==> config.mk <==
export PLATFORM = sky130hd
export DESIGN_NAME = icache_mshr_flat
export DESIGN_NICKNAME = d
export VERILOG_FILES = /design/src/rtl/icache_mshr_if.sv /design/src/rtl/icache_mshr.sv /design/src/flat_wrapper.sv
export SDC_FILE = /design/constraint.sdc
export NUM_CORES = 1
export LEC_CHECK = 0
export CAP_MARGIN = 10
export CELL_PAD_IN_SITES_DETAIL_PLACEMENT = 0
export CELL_PAD_IN_SITES_GLOBAL_PLACEMENT = 2
export CORE_UTILIZATION = 39
export DETAILED_ROUTE_END_ITERATION = 10
export PLACE_DENSITY = 0.94
export SLEW_MARGIN = 20
export SYNTH_ARGS = -nofsm -noshare
export SYNTH_HDL_FRONTEND = slang
export SYNTH_SLANG_ARGS = --single-unit
==> constraint.sdc <==
create_clock -name clk -period 4.25 [get_ports clk]
set_clock_uncertainty 0.1 [all_clocks]
set_input_delay 0.425 -clock clk [delete_from_list [all_inputs] [get_ports clk]]
set_output_delay 0.425 -clock clk [all_outputs]
set_load 0.01 [all_outputs]
==> src/rtl/icache_mshr_if.sv <==
// Bundle of the miss, memory request/response and fill signals of the I-cache MSHR.
// Port-style names keep the DUT's direction visible at every use site.
interface icache_mshr_if #(
    parameter int ENTRY_DEPTH   = 2,
    parameter int ADDR_WIDTH    = 26,
    parameter int NUM_WARP      = 8,
    parameter int WARP_ID_WIDTH = 3
);
    // Every channel moves one item on a rising edge where its valid and ready are both high;
    // a raised valid holds its payload steady until that edge, and ready never looks at payload.
    logic                     miss_valid_i;
    logic                     miss_ready_o;
    logic [ADDR_WIDTH-1:0]    miss_addr_i;
    logic [WARP_ID_WIDTH-1:0] miss_warp_i;
    logic                     mem_req_valid_o;
    logic                     mem_req_ready_i;
    logic [ADDR_WIDTH-1:0]    mem_req_addr_o;
    logic [ENTRY_DEPTH-1:0]   mem_req_id_o;
    logic                     mem_rsp_valid_i;
    logic [ENTRY_DEPTH-1:0]   mem_rsp_id_i;
    logic                     mem_rsp_ready_o;
    logic                     fill_valid_o;
    logic [ADDR_WIDTH-1:0]    fill_addr_o;
    logic [NUM_WARP-1:0]      fill_warp_mask_o;
    logic                     full_o;
    logic                     empty_o;

    modport master (
        output miss_valid_i, miss_addr_i, miss_warp_i, mem_req_ready_i,
               mem_rsp_valid_i, mem_rsp_id_i,
        input  miss_ready_o, mem_req_valid_o, mem_req_addr_o, mem_req_id_o,
               mem_rsp_ready_o, fill_valid_o, fill_addr_o, fill_warp_mask_o,
               full_o, empty_o
    );

    modport slave (
        input  miss_valid_i, miss_addr_i, miss_warp_i, mem_req_ready_i,
               mem_rsp_valid_i, mem_rsp_id_i,
        output miss_ready_o, mem_req_valid_o, mem_req_addr_o, mem_req_id_o,
               mem_rsp_ready_o, fill_valid_o, fill_addr_o, fill_warp_mask_o,
               full_o, empty_o
    );
endinterface

==> src/rtl/icache_mshr.sv <==
// Instruction-cache miss status holding registers: merges warps missing on the same block,
// issues one memory read per block and pulses a fill/replay when the block returns.
module icache_mshr #(
    parameter int NUM_ENTRY     = 4,
    parameter int ENTRY_DEPTH   = 2,
    parameter int ADDR_WIDTH    = 26,
    parameter int NUM_WARP      = 8,
    parameter int WARP_ID_WIDTH = 3
) (
    input  logic          clk,
    input  logic          rst,
    icache_mshr_if.slave  bus
);
    logic [NUM_ENTRY-1:0]   valid_q,  valid_d;
    logic [NUM_ENTRY-1:0]   issued_q, issued_d;
    logic [ADDR_WIDTH-1:0]  addr_q [NUM_ENTRY];
    logic [ADDR_WIDTH-1:0]  addr_d [NUM_ENTRY];
    logic [NUM_WARP-1:0]    mask_q [NUM_ENTRY];
    logic [NUM_WARP-1:0]    mask_d [NUM_ENTRY];
    logic                   lock_q, lock_d;
    logic [ENTRY_DEPTH-1:0] lock_id_q, lock_id_d;
    logic                   fill_valid_q, fill_valid_d;
    logic [ADDR_WIDTH-1:0]  fill_addr_q, fill_addr_d;
    logic [NUM_WARP-1:0]    fill_mask_q, fill_mask_d;

    logic                     full, empty;
    logic [ENTRY_DEPTH-1:0]   rsp_id;
    logic [WARP_ID_WIDTH-1:0] miss_warp;
    logic [NUM_WARP-1:0]      warp_onehot;
    logic                     rsp_hit, miss_fire, req_valid, req_fire;
    logic [NUM_ENTRY-1:0]     rel;
    logic                     match_hit, pend_hit;
    logic [ENTRY_DEPTH-1:0]   match_idx, free_idx, pend_idx, sel_idx;

    assign full        = &valid_q;
    assign empty       = ~|valid_q;
    assign rsp_id      = bus.mem_rsp_id_i;
    assign miss_warp   = bus.miss_warp_i;
    assign warp_onehot = NUM_WARP'(1) << miss_warp;

    always_comb begin
        rsp_hit   = bus.mem_rsp_valid_i && valid_q[rsp_id] && issued_q[rsp_id];
        rel       = '0;
        if (rsp_hit) rel[rsp_id] = 1'b1;
        miss_fire = bus.miss_valid_i && !full;
        match_hit = 1'b0;
        match_idx = '0;
        free_idx  = '0;
        pend_hit  = 1'b0;
        pend_idx  = '0;
        // Walk downwards so the lowest qualifying index wins.
        for (int i = NUM_ENTRY - 1; i >= 0; i--) begin
            if (valid_q[i] && !rel[i] && addr_q[i] == bus.miss_addr_i) begin
                match_hit = 1'b1;
                match_idx = ENTRY_DEPTH'(i);
            end
            if (!valid_q[i]) free_idx = ENTRY_DEPTH'(i);
            if (valid_q[i] && !issued_q[i]) begin
                pend_hit = 1'b1;
                pend_idx = ENTRY_DEPTH'(i);
            end
        end
        // A stalled request keeps its entry even if a lower index becomes pending meanwhile.
        sel_idx   = lock_q ? lock_id_q : pend_idx;
        req_valid = lock_q || pend_hit;
        req_fire  = req_valid && bus.mem_req_ready_i;
        lock_d    = req_valid && !bus.mem_req_ready_i;
        lock_id_d = sel_idx;

        valid_d  = valid_q;
        issued_d = issued_q;
        addr_d   = addr_q;
        mask_d   = mask_q;
        if (req_fire) issued_d[sel_idx] = 1'b1;
        if (rsp_hit) begin
            valid_d[rsp_id]  = 1'b0;
            issued_d[rsp_id] = 1'b0;
        end
        if (miss_fire) begin
            if (match_hit) begin
                mask_d[match_idx] = mask_q[match_idx] | warp_onehot;
            end else begin
                valid_d[free_idx]  = 1'b1;
                issued_d[free_idx] = 1'b0;
                addr_d[free_idx]   = bus.miss_addr_i;
                mask_d[free_idx]   = warp_onehot;
            end
        end

        fill_valid_d = rsp_hit;
        fill_addr_d  = rsp_hit ? addr_q[rsp_id] : '0;
        fill_mask_d  = rsp_hit ? mask_q[rsp_id] : '0;
    end

    always_ff @(posedge clk) begin
        if (rst) begin
            valid_q      <= '0;
            issued_q     <= '0;
            for (int i = 0; i < NUM_ENTRY; i++) begin
                addr_q[i] <= '0;
                mask_q[i] <= '0;
            end
            lock_q       <= 1'b0;
            lock_id_q    <= '0;
            fill_valid_q <= 1'b0;
            fill_addr_q  <= '0;
            fill_mask_q  <= '0;
        end else begin
            valid_q      <= valid_d;
            issued_q     <= issued_d;
            addr_q       <= addr_d;
            mask_q       <= mask_d;
            lock_q       <= lock_d;
            lock_id_q    <= lock_id_d;
            fill_valid_q <= fill_valid_d;
            fill_addr_q  <= fill_addr_d;
            fill_mask_q  <= fill_mask_d;
        end
    end

    // Stray responses (idle entry, or an id left over from before a reset) are dropped.
    always_ff @(posedge clk) begin
        if (!rst && bus.mem_rsp_valid_i) begin
            assert (rsp_hit)
            else $warning("icache_mshr: response to idle entry %0d dropped", rsp_id);
        end
    end

    assign bus.miss_ready_o     = !full;
    assign bus.mem_req_valid_o  = req_valid;
    assign bus.mem_req_addr_o   = addr_q[sel_idx];
    assign bus.mem_req_id_o     = sel_idx;
    assign bus.mem_rsp_ready_o  = 1'b1;
    assign bus.fill_valid_o     = fill_valid_q;
    assign bus.fill_addr_o      = fill_addr_q;
    assign bus.fill_warp_mask_o = fill_mask_q;
    assign bus.full_o           = full;
    assign bus.empty_o          = empty;
endmodule

==> src/flat_wrapper.sv <==
// flat-port wrapper written by rule: the top's interface ports become plain ports
module icache_mshr_flat 
#(
    parameter int NUM_ENTRY     = 4,
    parameter int ENTRY_DEPTH   = 2,
    parameter int ADDR_WIDTH    = 26,
    parameter int NUM_WARP      = 8,
    parameter int WARP_ID_WIDTH = 3
)
  (clk, rst, bus_miss_valid_i, bus_miss_addr_i, bus_miss_warp_i, bus_mem_req_ready_i, bus_mem_rsp_valid_i, bus_mem_rsp_id_i, bus_miss_ready_o, bus_mem_req_valid_o, bus_mem_req_addr_o, bus_mem_req_id_o, bus_mem_rsp_ready_o, bus_fill_valid_o, bus_fill_addr_o, bus_fill_warp_mask_o, bus_full_o, bus_empty_o);
  icache_mshr_if #(.ENTRY_DEPTH(ENTRY_DEPTH), .ADDR_WIDTH(ADDR_WIDTH), .NUM_WARP(NUM_WARP), .WARP_ID_WIDTH(WARP_ID_WIDTH)) bus_i ();
  input  logic clk;
  input  logic rst;
  input wire logic [$bits(bus_i.miss_valid_i)-1:0] bus_miss_valid_i;
  input wire logic [$bits(bus_i.miss_addr_i)-1:0] bus_miss_addr_i;
  input wire logic [$bits(bus_i.miss_warp_i)-1:0] bus_miss_warp_i;
  input wire logic [$bits(bus_i.mem_req_ready_i)-1:0] bus_mem_req_ready_i;
  input wire logic [$bits(bus_i.mem_rsp_valid_i)-1:0] bus_mem_rsp_valid_i;
  input wire logic [$bits(bus_i.mem_rsp_id_i)-1:0] bus_mem_rsp_id_i;
  output wire logic [$bits(bus_i.miss_ready_o)-1:0] bus_miss_ready_o;
  output wire logic [$bits(bus_i.mem_req_valid_o)-1:0] bus_mem_req_valid_o;
  output wire logic [$bits(bus_i.mem_req_addr_o)-1:0] bus_mem_req_addr_o;
  output wire logic [$bits(bus_i.mem_req_id_o)-1:0] bus_mem_req_id_o;
  output wire logic [$bits(bus_i.mem_rsp_ready_o)-1:0] bus_mem_rsp_ready_o;
  output wire logic [$bits(bus_i.fill_valid_o)-1:0] bus_fill_valid_o;
  output wire logic [$bits(bus_i.fill_addr_o)-1:0] bus_fill_addr_o;
  output wire logic [$bits(bus_i.fill_warp_mask_o)-1:0] bus_fill_warp_mask_o;
  output wire logic [$bits(bus_i.full_o)-1:0] bus_full_o;
  output wire logic [$bits(bus_i.empty_o)-1:0] bus_empty_o;
  assign bus_i.miss_valid_i = bus_miss_valid_i;
  assign bus_i.miss_addr_i = bus_miss_addr_i;
  assign bus_i.miss_warp_i = bus_miss_warp_i;
  assign bus_i.mem_req_ready_i = bus_mem_req_ready_i;
  assign bus_i.mem_rsp_valid_i = bus_mem_rsp_valid_i;
  assign bus_i.mem_rsp_id_i = bus_mem_rsp_id_i;
  assign bus_miss_ready_o = bus_i.miss_ready_o;
  assign bus_mem_req_valid_o = bus_i.mem_req_valid_o;
  assign bus_mem_req_addr_o = bus_i.mem_req_addr_o;
  assign bus_mem_req_id_o = bus_i.mem_req_id_o;
  assign bus_mem_rsp_ready_o = bus_i.mem_rsp_ready_o;
  assign bus_fill_valid_o = bus_i.fill_valid_o;
  assign bus_fill_addr_o = bus_i.fill_addr_o;
  assign bus_fill_warp_mask_o = bus_i.fill_warp_mask_o;
  assign bus_full_o = bus_i.full_o;
  assign bus_empty_o = bus_i.empty_o;
  icache_mshr #(.NUM_ENTRY(NUM_ENTRY), .ENTRY_DEPTH(ENTRY_DEPTH), .ADDR_WIDTH(ADDR_WIDTH), .NUM_WARP(NUM_WARP), .WARP_ID_WIDTH(WARP_ID_WIDTH)) u_core (.clk(clk), .rst(rst), .bus(bus_i));
endmodule
==> summary.md, run 1 <==
| Metric | Value |
|---|---|
| Syn avg cell area | `9.10 µm²` |
| Cell area after layout | `12000 µm²` |
| Final WL | `33.8 mm` |
| Synth Cell Area | `10100 µm²` |
| Min-delay src | `u_core.addr_q[3]$_SDFFE_PP0P_` |
| EDFF count, synth | `0` |
| DRT iter0 DRCs | `just over 800` |
| DR WL/cell | `between 20 and 25 µm` |
| CP startpoint | `u_core.valid_q[1]$_SDFF_PP0_` |
| CP Capture Type | `output port` |
| # H-tree levels | `4` |
| Register-to-Register Path Depth | `9` |
| Async SR Flop Fraction | `0%` |
| Syn Inst Count | `between 1000 and 1500` |
| CTS Buffer Depth | `2` |
| RSZ-0062 raised after global routing | `false` |
| Worst-path fanout max | `26` |
| Vert. Die Dim | `about 160 µm` |
| CTS tree | `done` |
| Die area | `~27000 µm²` |
| Tmin final | `~3600 ps` |
| Worst reg2reg endpoint | `u_core.mask_q[26]$_SDFFE_PP0P_` |
| Filler cell count | `~2400` |
| Worst-Skew Late Latency | `about 440 ps` |
| CTS Root Cell | `clkbuf_16` |
| Number of global-route vias before repair | `8477` |
| Routed Antenna Nets | `0` |
| Ports | `104` |
| Arrival @ worst endpoint | `3090 ps` |
| DP Area | `~11000 µm²` |
| Core footprint | `between 20000 and 30000 µm²` |
| Total CTS buffers | `17` |
| Layout cells sized above 1 | `between 10 and 15%` |
| Hold EP | `u_core.addr_q[3]$_SDFFE_PP0P_` |
| Final Cycle Share | `85.1%` |
| Most common cell after layout, fill and taps aside | `nand2_1` |
| Post-CTS Setup Bufs | `0` |
| HP Class | `register to register` |
| CTS resizes | `0` |
| Grt total ovfl | `0` |
| Via count | `approximately 9000` |
| F_max | `0.277 GHz` |
| Worst slew pin tran | `around 1100 ps` |
| Register area share after synthesis | `around 36%` |
| P_leak | `4.05 nW` |
| MaxCap Viol Count | `0` |
| Mapped Nets | `around 1100` |
| Worst-path clk slew | `70 ps` |
| Power per Cell Area | `between 300 and 400 nW/µm²` |
| Hold Crit Depth | `2` |
| Final Hold Fails | `0` |
| Final Setup Violations | `0` |
| Synth Warn # | `0` |
| Post-synth top flop | `dfxtp_1` |
| R2R setup slack | `roughly 1000 ps` |
| Relative slew slack | `roughly 28%` |
| Area grow syn2layout | `18.9%` |
| Max Slew Vio Count | `0` |
| Placement Rows | `58` |
| DRC viols | `0` |
| Hpwl dp | `approximately 24 mm` |
| GRT Overall Usage | `approximately a quarter` |
| Chip Width | `163 µm` |
| CTS Sinks | `approximately 180` |
| Synth Register Bits | `~180` |
| Initial Util | `about 40%` |
| First-pass GRT wire length | `around 51 mm` |
| Library cells used by synthesis | `66` |
| TritonRoute pass-1 iters | `8` |
| RD Place Congestion | `0.993` |
| Data required, critical path | `3720 ps` |
| Largest net degree at the start of global routing | `84` |
| Port Buf Inserts | `approximately 100` |
| Hold buffers post-CTS | `0` |
| Critical path class | `register to output port` |
| Worst r2r src | `u_core.addr_q[17]$_SDFFE_PP0P_` |
| Initial antenna violation count | `1` |
| Final-stage net count | `~1200` |
| Most frequent cells in the layout | `204 x nand2_1, 182 x dfxtp_1, 99 x clkdlybuf4s50_1` |
| Vias per std cell | `5.86` |
| Max VDD drop | `0.211 mV` |
| CP startpoint kind | `register` |
| Fin Setup TNS | `0 ps` |
| Outcome | `completed` |
[power by group]
group | total [mW] | leakage [nW] | internal [mW] | switching [mW]
clock network | 1.64 | 0.293 | 0.897 | 0.746
logic | 0.553 | 2.29 | 0.222 | 0.331
registers | 1.78 | 1.47 | 1.74 | 0.0416
[flip-flops by register name, summed over array words and instances, names as in the netlist]
| signal | count |
|---|---|
| u_core.mask_q | 32 |
| u_core.issued_q | 4 |
| u_core.bus.fill_valid_o | 1 |
| u_core.valid_q | 4 |
| u_core.lock_id_q | 2 |
| u_core.bus.fill_addr_o | 26 |
| u_core.lock_q | 1 |
| u_core.bus.fill_warp_mask_o | 8 |
| u_core.addr_q | 104 |
[cells in the mapped netlist (10+ instances only)]
cell type | instances | area [µm²]
a21oi_1 | 88 | 440
and2_1 | 11 | 68.8
buf_2 | 29 | 145
clkbuf_1 | 49 | 184
dfxtp_1 | 182 | 3640
inv_1 | 20 | 75.1
mux2i_1 | 35 | 350
mux4_2 | 60 | 1350
nand2_1 | 204 | 766
nand3_1 | 17 | 85.1
nand4_1 | 35 | 219
nor2_1 | 50 | 188
nor2b_1 | 44 | 275
nor3_1 | 10 | 50.1
nor4_1 | 11 | 68.8
o21ai_0 | 29 | 145
o21ai_1 | 13 | 65.1
xnor2_1 | 75 | 657
xor2_1 | 29 | 254
[metrics by stage]
step / util (%) / cells / hold WS [ps] / setup WS (ps) / power (mW)
floorplan: - / 1112 / 367 / 1270 / 2.14
global placement: 45.2 / 1486 / 382 / 423 / 2.36
detailed placement: 45.2 / 1486 / 388 / 383 / 2.36
CTS: 47.5 / 1518 / 393 / 657 / 3.98
global route: 47.5 / 1518 / 422 / 447 / 4.10
finish: 47.5 / 1519 / 400 / 634 / 3.98
[critical path, cell delays in order, from the launching register on]
cell and delay (ps):
dfxtp_1 530, inv_1 180, o21a_1 250, a22oi_2 170, buf_4 430, mux4_2 590
clkdlybuf4s50_1 490
[cells by family (layout without fill, tap and decap cells)]
kind of cell,count (synthesis),count (layout),synth area share (%)
mux,111,111,18.6
xor+xnor,104,104,9.01
flops,182,182,36.0
compound gates,173,173,10.6
buf+inv,112,188,4.77
simple gates,429,429,21.0
other cells,1,2,0.0371
[area by class of cell]
cell class                 count  area, µm²  area share, %
multi-input combinational    818       6020           50.0
sequential                   182       3640           30.3
timing repair buffer         135       1280           10.7
clock buffer                  20        447           3.71
tap                          330        413           3.43
clock inverter                12        145           1.21
inverter                      21       78.8          0.655
antenna                        1       2.50         0.0208
[worst max path at each step]
stage                                          end  slack [ps]
floorplan            u_core.mask_q[7]$_SDFFE_PP0P_        1270
global placement    u_core.mask_q[12]$_SDFFE_PP0P_         420
detailed placement  u_core.mask_q[23]$_SDFFE_PP0P_         380
CTS                          bus_mem_req_addr_o[3]         660
global route                 bus_mem_req_addr_o[3]         450
finish                       bus_mem_req_addr_o[3]         630
[per-layer routing]
layer,share of wire [%],vias to the layer above,track usage [%]
met3,7.9,74,5.23
li1,-,4031,-
met5,0,-,0
met4,2.8,0,10.0
met1,44,4376,35.4
met2,46,420,40.2
No activity file was read; power rests on OpenSTA's default activity.
==> run 2, diff against run 1 <==
- PLACE_DENSITY: 0.94 -> unset
- PLACE_DENSITY_LB_ADDON: unset -> 0.1
==> summary.md, run 2 (same netlist as run 1, synthesis figures left out) <==
| Metric | Value |
|---|---|
| Outcome | `completed (unchanged)` |
| Most frequent cells in the layout | `204 x nand2_1, 182 x dfxtp_1, 99 x clkdlybuf4s50_1 (unchanged)` |
| CTS Root Cell | `clkbuf_16 (unchanged)` |
| Port Buf Inserts | `102 (unchanged)` |
| DRT iter0 DRCs | `715 (was 811)` |
| CP Capture Type | `output port (unchanged)` |
| Power per Cell Area | `330 nW/µm² (about the same)` |
| Post-CTS Setup Bufs | `0 (unchanged)` |
| Tmin final | `3630 ps (was 3620 ps)` |
| CP startpoint kind | `register (unchanged)` |
| Net switching power | `1.19 mW (was 1.12 mW)` |
| RSZ-0062 raised after global routing | `false (unchanged)` |
| Filler cell count | `2459 (was 2423)` |
| Placement Rows | `58 (unchanged)` |
| Internal power | `2.80 mW (was 2.86 mW)` |
| Relative slew slack | `21.9% (was 28.5%)` |
| Worst path max stage delay | `590 ps (about the same)` |
| Max VDD drop | `0.210 mV (was 0.211 mV)` |
| Hold buffers post-CTS | `0 (unchanged)` |
| F_max | `0.275 GHz (was 0.277 GHz)` |
| Critical-path top delay cell | `mux4_2 (unchanged)` |
| Final-stage net count | `1216 (was 1211)` |
| Vias per std cell | `5.72 (was 5.86)` |
| Die area | `26600 µm² (unchanged)` |
| Area grow syn2layout | `19.4% (was 18.9%)` |
| Buf/Inv on CP | `3 (unchanged)` |
| RD Place Congestion | `0.914 (was 0.993)` |
| Critical path class | `register to output port (unchanged)` |
| Layout cells sized above 1 | `14.1% (was 13.6%)` |
| Diode count | `0 (was 1)` |
| Data required, critical path | `3720 ps (about the same)` |
| Final Hold Fails | `0 (unchanged)` |
| Max Slew Vio Count | `0 (unchanged)` |
| Initial antenna violation count | `0 (was 1)` |
| Worst slew pin tran | `1170 ps (was 1070 ps)` |
| DR WL/cell | `23.6 µm (was 22.2 µm)` |
| Combinational Power Share | `14.3% (was 13.9%)` |
| Ports | `104 (unchanged)` |
| Routed Antenna Nets | `0 (unchanged)` |
| CTS tree | `done (unchanged)` |
| CTS Sinks | `182 (unchanged)` |
| Sequential power share | `44.5% (was 44.8%)` |
| Final Cycle Share | `85.5% (was 85.1%)` |
| Worst-path clk slew | `80 ps (was 70 ps)` |
| Via count | `8708 (was 8901)` |
| Final Setup Violations | `0 (unchanged)` |
| Biggest register | `u_core.addr_q (unchanged)` |
| CTS resizes | `0 (unchanged)` |
| Largest net degree at the start of global routing | `74 (was 84)` |
| Total CTS buffers | `17 (unchanged)` |
| Worst-path fanout max | `24 (was 26)` |
| Vert. Die Dim | `163 µm (unchanged)` |
| CTS Buffer Depth | `2 (unchanged)` |
| Grt total ovfl | `0 (unchanged)` |
| GRT Overall Usage | `28.0% (was 26.0%)` |
| Chip Width | `163 µm (unchanged)` |
| Worst-Skew Late Latency | `450 ps (was 440 ps)` |
| MaxCap Viol Count | `0 (unchanged)` |
| Final WL | `35.9 mm (was 33.8 mm)` |
| Hpwl dp | `24.0 mm (was 23.6 mm)` |
| Initial Util | `39.9% (unchanged)` |
| Arrival @ worst endpoint | `3110 ps (was 3090 ps)` |
| Switching part of the total | `29.8% (was 28.1%)` |
| CP top delay family | `buffers and inverters (unchanged)` |
| First-pass GRT wire length | `54.2 mm (was 51.4 mm)` |
| Number of global-route vias before repair | `8341 (was 8477)` |
| P_leak | `4.07 nW (was 4.05 nW)` |
| TritonRoute pass-1 iters | `5 (was 8)` |
| Clk network pwr share | `41.1% (was 41.3%)` |
| HP Class | `register to register (unchanged)` |
| # H-tree levels | `4 (unchanged)` |
| Most common cell after layout, fill and taps aside | `nand2_1 (unchanged)` |
| Core footprint | `25300 µm² (unchanged)` |
| Fin Setup TNS | `0 ps (unchanged)` |
| Util after Layout | `47.7% (was 47.5%)` |
| Cell breakdown of the critical path | `inv_1 > o21a_1 > a22oi_2 > buf_4 > mux4_2 > clkdlybuf4s50_1 (unchanged)` |
| DRC viols | `0 (unchanged)` |
| Max reg flops | `104 (unchanged)` |
==> run 2: final cells by class <==
type	count	area [µm²]	area share [%]
inverters	21	78.8	0.653
repair buffers	140	1330	11.0
multi-input cells	818	6020	49.9
well taps	330	413	3.42
clock buffers	17	425	3.52
clock inverters	14	161	1.34
flip-flops and latches	182	3640	30.2
==> run 2: power groups by stage <==
stage / Combinational, mW / Sequential (mW) / Clock, mW
after floorplan: 0.340 / 1.80 / 0
after global placement: 0.567 / 1.81 / 0
after detailed placement: 0.563 / 1.81 / 0
after CTS: 0.567 / 1.78 / 1.67
after global routing: 0.605 / 1.78 / 1.73
final: 0.572 / 1.78 / 1.64
==> run 2: final timing paths <==
kind | start | end | depth (start not counted) | slack [ps]
worst min register to register | u_core.mask_q[24]$_SDFFE_PP0P_ | u_core.mask_q[24]$_SDFFE_PP0P_ | 2 | 400
worst max-delay path | u_core.valid_q[1]$_SDFF_PP0_ | bus_mem_req_addr_o[5] | 6 | 620
worst min-delay path | u_core.mask_q[24]$_SDFFE_PP0P_ | u_core.mask_q[24]$_SDFFE_PP0P_ | 2 | 400
worst max register to register | u_core.addr_q[1]$_SDFFE_PP0P_ | u_core.addr_q[3]$_SDFFE_PP0P_ | 10 | 1080
==> run 2: metrics by stage <==
step | total power [mW] | instances | cell area [µm²] | worst slack, ps | hold WS (ps)
6_report | 3.99 | 1522 | 12100 | 616 | 402
3_5_place_dp | 2.38 | 1491 | 11500 | 381 | 389
2_1_floorplan | 2.14 | 1112 | 10100 | 1270 | 367
5_1_grt | 4.12 | 1522 | 12100 | 454 | 419
3_3_place_gp | 2.38 | 1491 | 11500 | 379 | 381
4_1_cts | 4.01 | 1522 | 12100 | 597 | 400
==> run 2: per-layer routing <==
metal	routed length [µm]	GRT usage [%]
met1	16400	39.7
met2	16300	43.0
met3	2320	5.61
met4	782	8.16
met5	0	0
==> run 2: worst min-delay path, cell delays in order, from the launching register on <==
cell and delay [ps]:
dfxtp_1 330, inv_1 60, a221oi_1 60
